### src/rtl/ws2812b_rx.sv
// WS2812B single-wire NRZ receiver.
// Resynchronises the raw LED line, measures each high pulse, decodes it to a
// bit, assembles 24-bit GRB words (first bit in bit 23) and flags the latch
// low period that ends a frame. Runt pulses, stuck-high lines and words cut
// short by a latch are reported on err.
//
// state    | meaning
// ---------+---------------------------------------------------------------
// WAIT_LOW | ignore the line until it is seen low (after reset / stuck high)
// LOW      | line low: inter-bit gap or latch period, low_cnt running
// HIGH     | line high: measuring the pulse width in high_cnt
module ws2812b_rx #(
  parameter int CLOCK_MHZ     = 64,
  parameter int BIT_THRESH_NS = 600,
  parameter int MIN_HIGH_NS   = 150,
  parameter int MAX_HIGH_NS   = 2000,
  parameter int RESET_US      = 50
) (
  input  logic        clk,
  input  logic        rst_n,
  input  logic        din,
  output logic [23:0] data_out,
  output logic        data_valid,
  output logic        latch,
  output logic [7:0]  pixel_count,
  output logic        err
);

  localparam int THRESH_CYC = CLOCK_MHZ * BIT_THRESH_NS / 1000;
  localparam int MIN_CYC    = CLOCK_MHZ * MIN_HIGH_NS / 1000;
  localparam int MAX_CYC    = CLOCK_MHZ * MAX_HIGH_NS / 1000;
  localparam int RESET_CYC  = CLOCK_MHZ * RESET_US;
  localparam int BIG_CYC    = (RESET_CYC > MAX_CYC) ? RESET_CYC : MAX_CYC;
  localparam int CNT_W      = $clog2(BIG_CYC) + 1;

  localparam logic [CNT_W-1:0] ONE_C       = CNT_W'(1);
  localparam logic [CNT_W-1:0] THRESH_C    = CNT_W'(THRESH_CYC);
  localparam logic [CNT_W-1:0] MIN_C       = CNT_W'(MIN_CYC);
  localparam logic [CNT_W-1:0] MAX_LAST_C  = CNT_W'(MAX_CYC - 1);
  localparam logic [CNT_W-1:0] RESET_C     = CNT_W'(RESET_CYC);
  localparam logic [CNT_W-1:0] RESET_LAST_C = CNT_W'(RESET_CYC - 1);

  typedef enum logic [1:0] {
    WAIT_LOW = 2'd0,
    LOW      = 2'd1,
    HIGH     = 2'd2
  } state_t;

  state_t           state;
  logic             din_meta;
  logic             din_s;
  logic             din_prev;
  logic             rise;
  logic             fall;
  logic             bit_val;
  logic [CNT_W-1:0] high_cnt;
  logic [CNT_W-1:0] low_cnt;
  logic [4:0]       bit_cnt;
  logic [23:0]      shift_reg;
  logic             frame_active;

  // Two-flop synchroniser for the asynchronous line, plus a history flop for edges.
  always_ff @(posedge clk or negedge rst_n) begin
    if (!rst_n) begin
      din_meta <= 1'b0;
      din_s    <= 1'b0;
      din_prev <= 1'b0;
    end else begin
      din_meta <= din;
      din_s    <= din_meta;
      din_prev <= din_s;
    end
  end

  assign rise    = din_s & ~din_prev;
  assign fall    = ~din_s & din_prev;
  // At the falling edge high_cnt equals the number of high cycles seen.
  assign bit_val = (high_cnt >= THRESH_C);

  // Pulse measurement, bit/word assembly, latch detection and registered outputs.
  always_ff @(posedge clk or negedge rst_n) begin
    if (!rst_n) begin
      state        <= WAIT_LOW;
      high_cnt     <= '0;
      low_cnt      <= '0;
      bit_cnt      <= 5'd0;
      shift_reg    <= 24'd0;
      frame_active <= 1'b0;
      data_out     <= 24'd0;
      data_valid   <= 1'b0;
      latch        <= 1'b0;
      pixel_count  <= 8'd0;
      err          <= 1'b0;
    end else begin
      data_valid <= 1'b0;
      latch      <= 1'b0;
      err        <= 1'b0;
      // pixel_count stays readable during the latch pulse, then clears.
      if (latch) pixel_count <= 8'd0;

      case (state)
        WAIT_LOW: begin
          if (!din_s) begin
            // This cycle is already the first low cycle.
            low_cnt <= ONE_C;
            state   <= LOW;
          end
        end

        LOW: begin
          if (rise) begin
            // The rising-edge cycle counts as the first high cycle.
            high_cnt <= ONE_C;
            low_cnt  <= '0;
            state    <= HIGH;
          end else if (low_cnt < RESET_C) begin
            low_cnt <= low_cnt + ONE_C;
            if ((low_cnt == RESET_LAST_C) && frame_active) begin
              latch        <= 1'b1;
              err          <= (bit_cnt != 5'd0);
              bit_cnt      <= 5'd0;
              frame_active <= 1'b0;
            end
          end
        end

        HIGH: begin
          if (fall) begin
            if (high_cnt < MIN_C) begin
              err     <= 1'b1;
              bit_cnt <= 5'd0;
            end else begin
              frame_active <= 1'b1;
              shift_reg    <= {shift_reg[22:0], bit_val};
              if (bit_cnt == 5'd23) begin
                data_out   <= {shift_reg[22:0], bit_val};
                data_valid <= 1'b1;
                bit_cnt    <= 5'd0;
                if (pixel_count != 8'hFF) pixel_count <= pixel_count + 8'd1;
              end else begin
                bit_cnt <= bit_cnt + 5'd1;
              end
            end
            low_cnt <= ONE_C;
            state   <= LOW;
          end else if (high_cnt == MAX_LAST_C) begin
            // Line has been high for the full limit: treat as stuck.
            err     <= 1'b1;
            bit_cnt <= 5'd0;
            state   <= WAIT_LOW;
          end else begin
            high_cnt <= high_cnt + ONE_C;
          end
        end

        default: state <= WAIT_LOW;
      endcase
    end
  end

endmodule
### config.mk
export PLATFORM = sky130hd
export DESIGN_NAME = ws2812b_rx
export DESIGN_NICKNAME = d
export VERILOG_FILES = /design/src/rtl/ws2812b_rx.sv
export SDC_FILE = /design/constraint.sdc
export NUM_CORES = 1
export LEC_CHECK = 0
export CAP_MARGIN = 5
export CORE_MARGIN = 2
export CORE_UTILIZATION = 45
export DETAILED_ROUTE_END_ITERATION = 16
export DONT_BUFFER_PORTS = 1
export GPL_TIMING_DRIVEN = 0
export PLACE_DENSITY_LB_ADDON = 0.15
export RECOVER_POWER = 100
export SYNTH_ARGS = -nofsm -noshare
export SYNTH_HDL_FRONTEND = slang
export SYNTH_SLANG_ARGS = --single-unit
### constraint.sdc
create_clock -name clk -period 4.4 [get_ports clk]
set_clock_uncertainty 0.15 [all_clocks]
set_input_delay 0.88 -clock clk [delete_from_list [all_inputs] [get_ports clk]]
set_output_delay 0.88 -clock clk [all_outputs]
set_load 0.02 [all_outputs]
Word-level counts from Yosys, hierarchy flattened

Cells that the tools add are included.

Add/subtract/negate cells: 4
Muxes and demuxes: 49
Bitwise logic cells: 5
Order comparisons: 3
Equality and inequality tests: 17
Multiply operators: 0
Shift operators: 0
Divide/modulo/power cells: 0
Reduce and logical (&&, ||, !) cells: 12

Operator list:

| cell                                                               | number |
|---|---|
| 2-to-1 mux 13 bit                                                  | 7 |
| 2-to-1 mux 8 bit                                                   | 6 |
| case mux 13 bit (3 select lines)                                   | 1 |
| 2-to-1 mux 5 bit                                                   | 7 |
| adder 13 x 1 -> 13 bit, second input constant                      | 2 |
| case mux 13 bit (2 select lines)                                   | 1 |
| 2-to-1 mux 1 bit                                                   | 19 |
| inequality test 2 bit, second input constant                       | 9 |
| equality test 13 x 12 -> 1 bit, second input constant              | 1 |
| equality test 13 x 7 -> 1 bit, second input constant               | 1 |
| greater-or-equal comparator 13 x 6 -> 1 bit, second input constant | 1 |
| < comparator 13 x 12 -> 1 bit, second input constant               | 1 |
| < comparator 13 x 4 -> 1 bit, second input constant                | 1 |
| AND reduction 4 bit                                                | 3 |
| case mux 5 bit (2 select lines)                                    | 1 |
| adder 8 x 1 -> 8 bit, second input constant                        | 1 |
| 2-to-1 mux 2 bit                                                   | 4 |
| inequality test 8 bit, second input constant                       | 1 |
| inequality test 3 bit, second input constant                       | 2 |
| case mux 2 bit (3 select lines)                                    | 1 |
| AND reduction 3 bit                                                | 2 |
| AND reduction 6 bit                                                | 1 |
| adder 5 x 1 -> 5 bit, second input constant                        | 1 |
| equality test 5 bit, second input constant                         | 1 |
| other kinds (11)                                                   | 15 |

Memory bits (read-only): 0
RAM bits: 0
Output and inout port bits: 35
Bits of input ports: 3
Memories kept: 0
Register bits: 95
Latch bits: 0
Logic and storage cells: 104

Logic depth before layout (Yosys ltp)

Gate-level depths: netlist (run 1).

Depth in word-level cells: 6
Depth in mapped cells: 9
Gate-level depth less buffers: 7

Worst setup path before layout (run 1)

No wires, ideal clock.

Path kind: register to register
From: register low_cnt[7]
To: register low_cnt[10]
Path slack: 2071 ps
Path buffers: 1
Cell stages (with the launch flop): 7
Arrival: 2099 ps
Data required time: 4171 ps
Library setup time: 79 ps
Period minus slack after synthesis: 2329 ps
Cells stage by stage: dfrtp_1 -> o311a_1 -> o211a_4 -> or3_4 -> buf_6 -> or4_1 -> a21oi_1

Word-level cells in the longest chain between the ends: 4
Elaborated cells on any way between the ends: 7
Those cells by class: add/sub: 1; order compare: 1; eq/ne: 1; mux: 3; reduce/logical: 1

RTL lines:

| element                          | RTL line | source |
|---|---|---|
| from (decl)                      | 57       | `logic [CNT_W-1:0] low_cnt;` |
| from (signal assigned)           | 117      | `low_cnt <= low_cnt + ONE_C;` |
| adder 13 x 1 -> 13 bit           | 117      |  |
| 2-to-1 mux 13 bit                | 116      | `end else if (low_cnt < RESET_C) begin` |
| 2-to-1 mux 13 bit                | 111      | `if (rise) begin` |
| case mux 13 bit (3 select lines) | 101      | `case (state)` |

Parallel ways exist; a longest one is shown, timed or not. The select of a mux whose other input is x is not followed.
A chain may end at the register's enable or synchronous reset.

Worst setup path after layout (run 1)

From: register high_cnt[11]
To: register data_out[16]

Word-level cells in the longest chain between the ends: 3

RTL lines:

| element                       | RTL line | source |
|---|---|---|
| from (decl)                   | 56       | `logic [CNT_W-1:0] high_cnt;` |
| from (signal assigned)        | 152      | `high_cnt <= high_cnt + ONE_C;` |
| < comparator 13 x 4 -> 1 bit  | 129      | `if (high_cnt < MIN_C) begin` |
| inverter 1 bit (no line)      | --       |  |
| AND reduction 4 bit (no line) | --       |  |
| to (signal assigned)          | 136      | `data_out <= {shift_reg[22:0], bit_val};` |
| to (decl)                     | 22       | `output logic [23:0] data_out,` |

Every way passes these cells.

==> results of run 1 <==
[per-stage QoR]
stage | hold slack [ns] | power (mW) | worst slack, ns | util, % | cell area, µm²
after floorplan | 0.181 | 1.26 | 2.07 | - | 4530
after CTS | 0.0181 | 1.93 | 1.41 | 50.0 | 4890
after global routing | 0.0126 | 2.00 | 0.962 | 49.8 | 4870
after detailed placement | 0.193 | 1.35 | 1.43 | 48.0 | 4700
final | 0.0567 | 1.88 | 1.26 | 49.8 | 4870
after global placement | 0.187 | 1.34 | 1.48 | 48.0 | 4700
[worst register-to-register path: stages (launching register included)]
cell and delay [ns]:
dfrtp_1 0.41, nor4_1 0.59, nand4_1 0.44, nand3_1 0.56, clkbuf_1 0.50, mux2_2 0.40
[power by group]
| group | switching (mW) | leakage [nW] | total (mW) | internal [mW] |
|---|---|---|---|---|
| clock | 0.329 | 0.102 | 0.566 | 0.236 |
| combinational | 0.252 | 0.959 | 0.377 | 0.124 |
| sequential | 0.0368 | 1.31 | 0.938 | 0.902 |
[layout by cell type, fill, tap and decap left out, types with 6 or more instances in the layout]
cell type	instances
a21oi_1	11
and3_1	9
clkbuf_1	16
clkbuf_8	10
dfrtp_1	95
ha_1	10
inv_1	15
mux2_2	23
nand2_1	98
nand2b_1	6
nand3_1	18
nand4_1	6
nor2_1	34
nor4_1	10
o21ai_0	17
xnor2_1	6
xor2_1	11
[worst max-delay path by stage]
| stage | from | endpoint |
|---|---|---|
| 2_1_floorplan | low_cnt[7]$_DFFE_PN0P_ | low_cnt[10]$_DFFE_PN0P_ |
| 3_3_place_gp | high_cnt[11]$_DFFE_PN0P_ | data_out[15]$_DFFE_PN0P_ |
| 3_5_place_dp | high_cnt[11]$_DFFE_PN0P_ | data_out[16]$_DFFE_PN0P_ |
| 4_1_cts | high_cnt[11]$_DFFE_PN0P_ | data_out[16]$_DFFE_PN0P_ |
| 5_1_grt | high_cnt[11]$_DFFE_PN0P_ | data_out[15]$_DFFE_PN0P_ |
| 6_report | high_cnt[11]$_DFFE_PN0P_ | data_out[16]$_DFFE_PN0P_ |
[layout make-up]
class	count	area [µm²]	area share [%]
clock buffers	10	138	2.83
flip-flops and latches	95	2380	48.8
plain buffers	17	63.8	1.31
inverters	15	56.3	1.16
multi-input cells	329	2010	41.3
well taps	133	166	3.42
clock inverters	6	57.6	1.18
[logic make-up after synthesis]
group                    synth area share [%]
AND/OR/NAND/NOR                          22.5
flip-flops                               52.5
AO/OA/AOI/OAI                            9.89
buffers and inverters                    2.87
multiplexers                             6.16
XOR/XNOR                                 3.29
adder cells (fa/ha/maj)                  2.76
[metal layers]
layer | share of wire, % | vias to the layer above
met4 | 0.55 | 0
met3 | 4.3 | 6
li1 | - | 1627
met5 | 0 | -
met1 | 50 | 1617
met2 | 45 | 71
==> qor.yml, run 1 <==
ys.flop_type: "dfrtp_1"
grtUsageMet3_pct: 3.82
vias: 3321
route.detailed.drc: 0
max_stage_delay_ns: 0.59
period_needed_ns: 3.14
antennaDiodeCount: 0
postCtsHoldBufs: 0
path_delay_family: "simple AND/OR/NAND/NOR gates"
p_leak_nw: 2.37
grt_use_total_pct: 17.5
cts.sinks: 95
drt_iter0_drc: 167
drv_slew: 0
yosysWarningCount: 0
status: "completed"
ys_ff_latch: 95
gp_congestion: 0.806
endpoint_kind: "register"
clock_latency_ns: 0.37
timing.rr.end: "data_out[16]$_DFFE_PN0P_"
fmax_mhz: 318
met1_usage_pct: 24.6
drive_above_1_share_pct: 8.69
synth.net_count: 469
drv_cap: 0
crit_chain: "nor4_1 > nand4_1 > nand3_1 > clkbuf_1 > mux2_2"
crit_arrival_ns: 3.25
dr.pass1.iters: 4
finalSetupViolations: 0
rows: 36
antenna_found_initial: 0
ant_nets: 0
fillers: 933
startpoint_type: "register"
cp.required_ns: 4.51
powerDensity_mw_per_mm2: 386
setup.worst_path.class: "reg2reg"
drt-vias-per-instance: 5.49
yosysUniqueCellTypes: 56
nets: 480
syn-cell-area_mm2: 0.00453
hpwl_um: 6010
die_area_mm2: 0.0109
post-cts-setup-buffers: 0
worst-r2r-setup-slack_ns: 1.26
syn_area_per_cell_um2: 9.93
syn_inst: 456
synth_common_cells: "nand2_1 (98), dfrtp_1 (95), nor2_1 (34)"
critical_path_depth: 5
postCtsResizedCells: 0
grt_util_met2_pct: 26.4
cpMaxStageDelayCell: "nor4_1"
cts-root-buf: "clkbuf_8"
dpl.cell_count: 589
cts_buffers: 9
tightest_slew_ns: 0.631
synth-edff-count: 0
finalHoldViolations: 0
busiest_layer: "met2"
routedWlPerCell_um: 14.5
initial_utilization_pct: 46.3
grt_pass1_wl_um: 15500
finalCritPeriodShare_pct: 71.4
die_x_um: 104
cts_tree: "done"
yosys-top-cells-area: "dfrtp_1 (52%), nand2_1 (8.1%), mux2_2 (5.7%)"
min_path_type: "in2async"
largest_register_ffs: 24
clk_pin_slew_worst_paths_ns: 0.11
cts.htree.levels: 3
vdd_drop_max_v: 0.000179
maxSlewHeadroom_pct: 57.5
clockBufferDepth: 2
area_growth_pct: 7.51
seq_area_frac_synth_pct: 52.5
tns_ns: 0
path_buf_inv: 1
grt_max_degree: 96
ios: 38
async_flop_share_pct: 100
synth.most_common_cell: "nand2_1"
gr-total-overflow: 0
grt_setup_unrepaired: "false"
die_h_um: 104
synth_top_area_share_pct: 52.5
io_buffers: 0
fin_cells: 605
routed_wl_um: 8800
core-area_mm2: 0.00977
rr_worst_depth: 5
yosysTopAreaCell: "dfrtp_1"
r2r_start: "high_cnt[11]$_DFFE_PN0P_"
cp_max_fo: 10
grt_pass1_vias: 3180
Power figures use the tool's default switching activity.
==> inputs of run 2 (changes only) <==
clock period = 3 ns   (was 4.4 ns; I/O delays follow)
==> qor.yml, run 2 (same netlist as run 1, synthesis figures left out) <==
tns_ns: 0
drt_iter0_drc: 196
status: "completed"
nets: 482
p_leak_nw: 2.39
post-cts-setup-buffers: 0
tightest_slew_ns: 1.29
maxSlewHeadroom_pct: 13.7
intPower_mw: 1.87
cts-root-buf: "clkbuf_8"
ant_nets: 0
io_buffers: 0
startpoint_type: "register"
finalSetupViolations: 0
largest_register_ffs: 24
finalHoldViolations: 0
setup.worst_path.class: "reg2reg"
cts.sinks: 95
min_path_type: "in2reg"
finalCritPeriodShare_pct: 89.9
crit_arrival_ns: 2.84
cts.htree.levels: 3
hpwl_um: 6010
fmax_mhz: 371
grt_setup_unrepaired: "false"
cp.required_ns: 3.14
clkPwrFrac_pct: 29.8
cts_tree: "done"
holdWs_ns: 0.108
dr.pass1.iters: 4
utilization_pct: 50.2
initial_utilization_pct: 46.3
grt_use_total_pct: 17.5
worst-r2r-setup-slack_ns: 0.30
endpoint_kind: "register"
vias: 3318
drv_slew: 0
clk_pin_slew_worst_paths_ns: 0.10
layout_common_cells: "nand2_1 (98), dfrtp_1 (95), nor2_1 (34)"
layout_setup_ws_ns: 0.304
area_growth_pct: 8.37
gp_congestion: 0.806
clockBufferDepth: 2
grt_pass1_wl_um: 15400
routedWlPerCell_um: 14.5
power_frac_comb_pct: 21.1
ios: 38
vdd_drop_max_v: 0.000263
pwr-share-seq_pct: 49.1
grt_pass1_vias: 3149
powerDensity_mw_per_mm2: 571
core-area_mm2: 0.00977
switching_share_pct: 33.5
clock_latency_ns: 0.37
routed_wl_um: 8800
final_common_cell: "nand2_1"
cp_max_fo: 10
p_switching_mw: 0.938
fillers: 927
period_needed_ns: 2.70
drv_cap: 0
rows: 36
antennaDiodeCount: 0
preCtsSetupSlack_ns: 0.0315
grt_max_degree: 96
gr-total-overflow: 0
drt-vias-per-instance: 5.47
die_x_um: 104
finalPower_mw: 2.80
route.detailed.drc: 0
cts_buffers: 9
die_area_mm2: 0.0109
drive_above_1_share_pct: 9.92
die_h_um: 104
antenna_found_initial: 0
run 2: cell type report:
class	count	area (µm²)	area share, %
timing repair buffer	2	17.5	0.357
clock inverter	6	57.6	1.17
clock buffer	10	138	2.80
sequential	95	2380	48.4
buffer	17	73.8	1.50
multi-input combinational	329	2020	41.2
inverter	15	56.3	1.15
tap	133	166	3.39
run 2: path summary, 6_finish.rpt:
kind	startpoint	end	depth (start not counted)
worst min register to register	din_meta$_DFF_PN0_	din_s$_DFF_PN0_	0
min in group asynchronous	rst_n	high_cnt[3]$_DFFE_PN0P_	2
worst max-delay path	din_s$_DFF_PN0_	low_cnt[8]$_DFFE_PN0P_	7
worst min-delay path	din	din_meta$_DFF_PN0_	0
max in group asynchronous	rst_n	state[0]$_DFFE_PN0P_	2
worst max register to register	din_s$_DFF_PN0_	low_cnt[8]$_DFFE_PN0P_	7
run 2: worst max-delay path: stages, from the launching register on:
cell and delay (ns):
dfrtp_1 0.36, clkbuf_1 0.31, nand2b_1 0.25, o211a_1 0.28, or3_2 0.50, buf_6 0.16, or4_1 0.46, a21oi_1 0.17
run 2: through the flow:
| step | area (µm²) | std cells |
|---|---|---|
| after detailed placement | 4700 | 589 |
| after global routing | 4910 | 607 |
| after global placement | 4700 | 589 |
| after floorplan | 4530 | 456 |
| final | 4910 | 607 |
| after CTS | 4930 | 607 |
run 2: repair_timing:
action                                 CTS  global route
resized for setup                        0             2
hold buffers                             2             0
setup endpoints to repair                0            29
endpoints found under the hold margin   95             0
run 2: per-layer routing:
| metal | up-vias | track usage (%) | wire length (µm) |
|---|---|---|---|
| li1 | 1629 | - | - |
| met1 | 1624 | 25.1 | 4360 |
| met2 | 55 | 25.9 | 3950 |
| met3 | 10 | 3.82 | 372 |
| met4 | 0 | 6.76 | 117 |
| met5 | - | 0 | 0 |
run 2: power groups by stage:
stage          registers (mW)  clock network (mW)  logic (mW)
2_1_floorplan            1.39                   0       0.453
3_3_place_gp             1.40                   0       0.567
3_5_place_dp             1.40                   0       0.577
4_1_cts                  1.38               0.870       0.611
5_1_grt                  1.39               0.922       0.677
6_report                 1.38               0.834       0.593
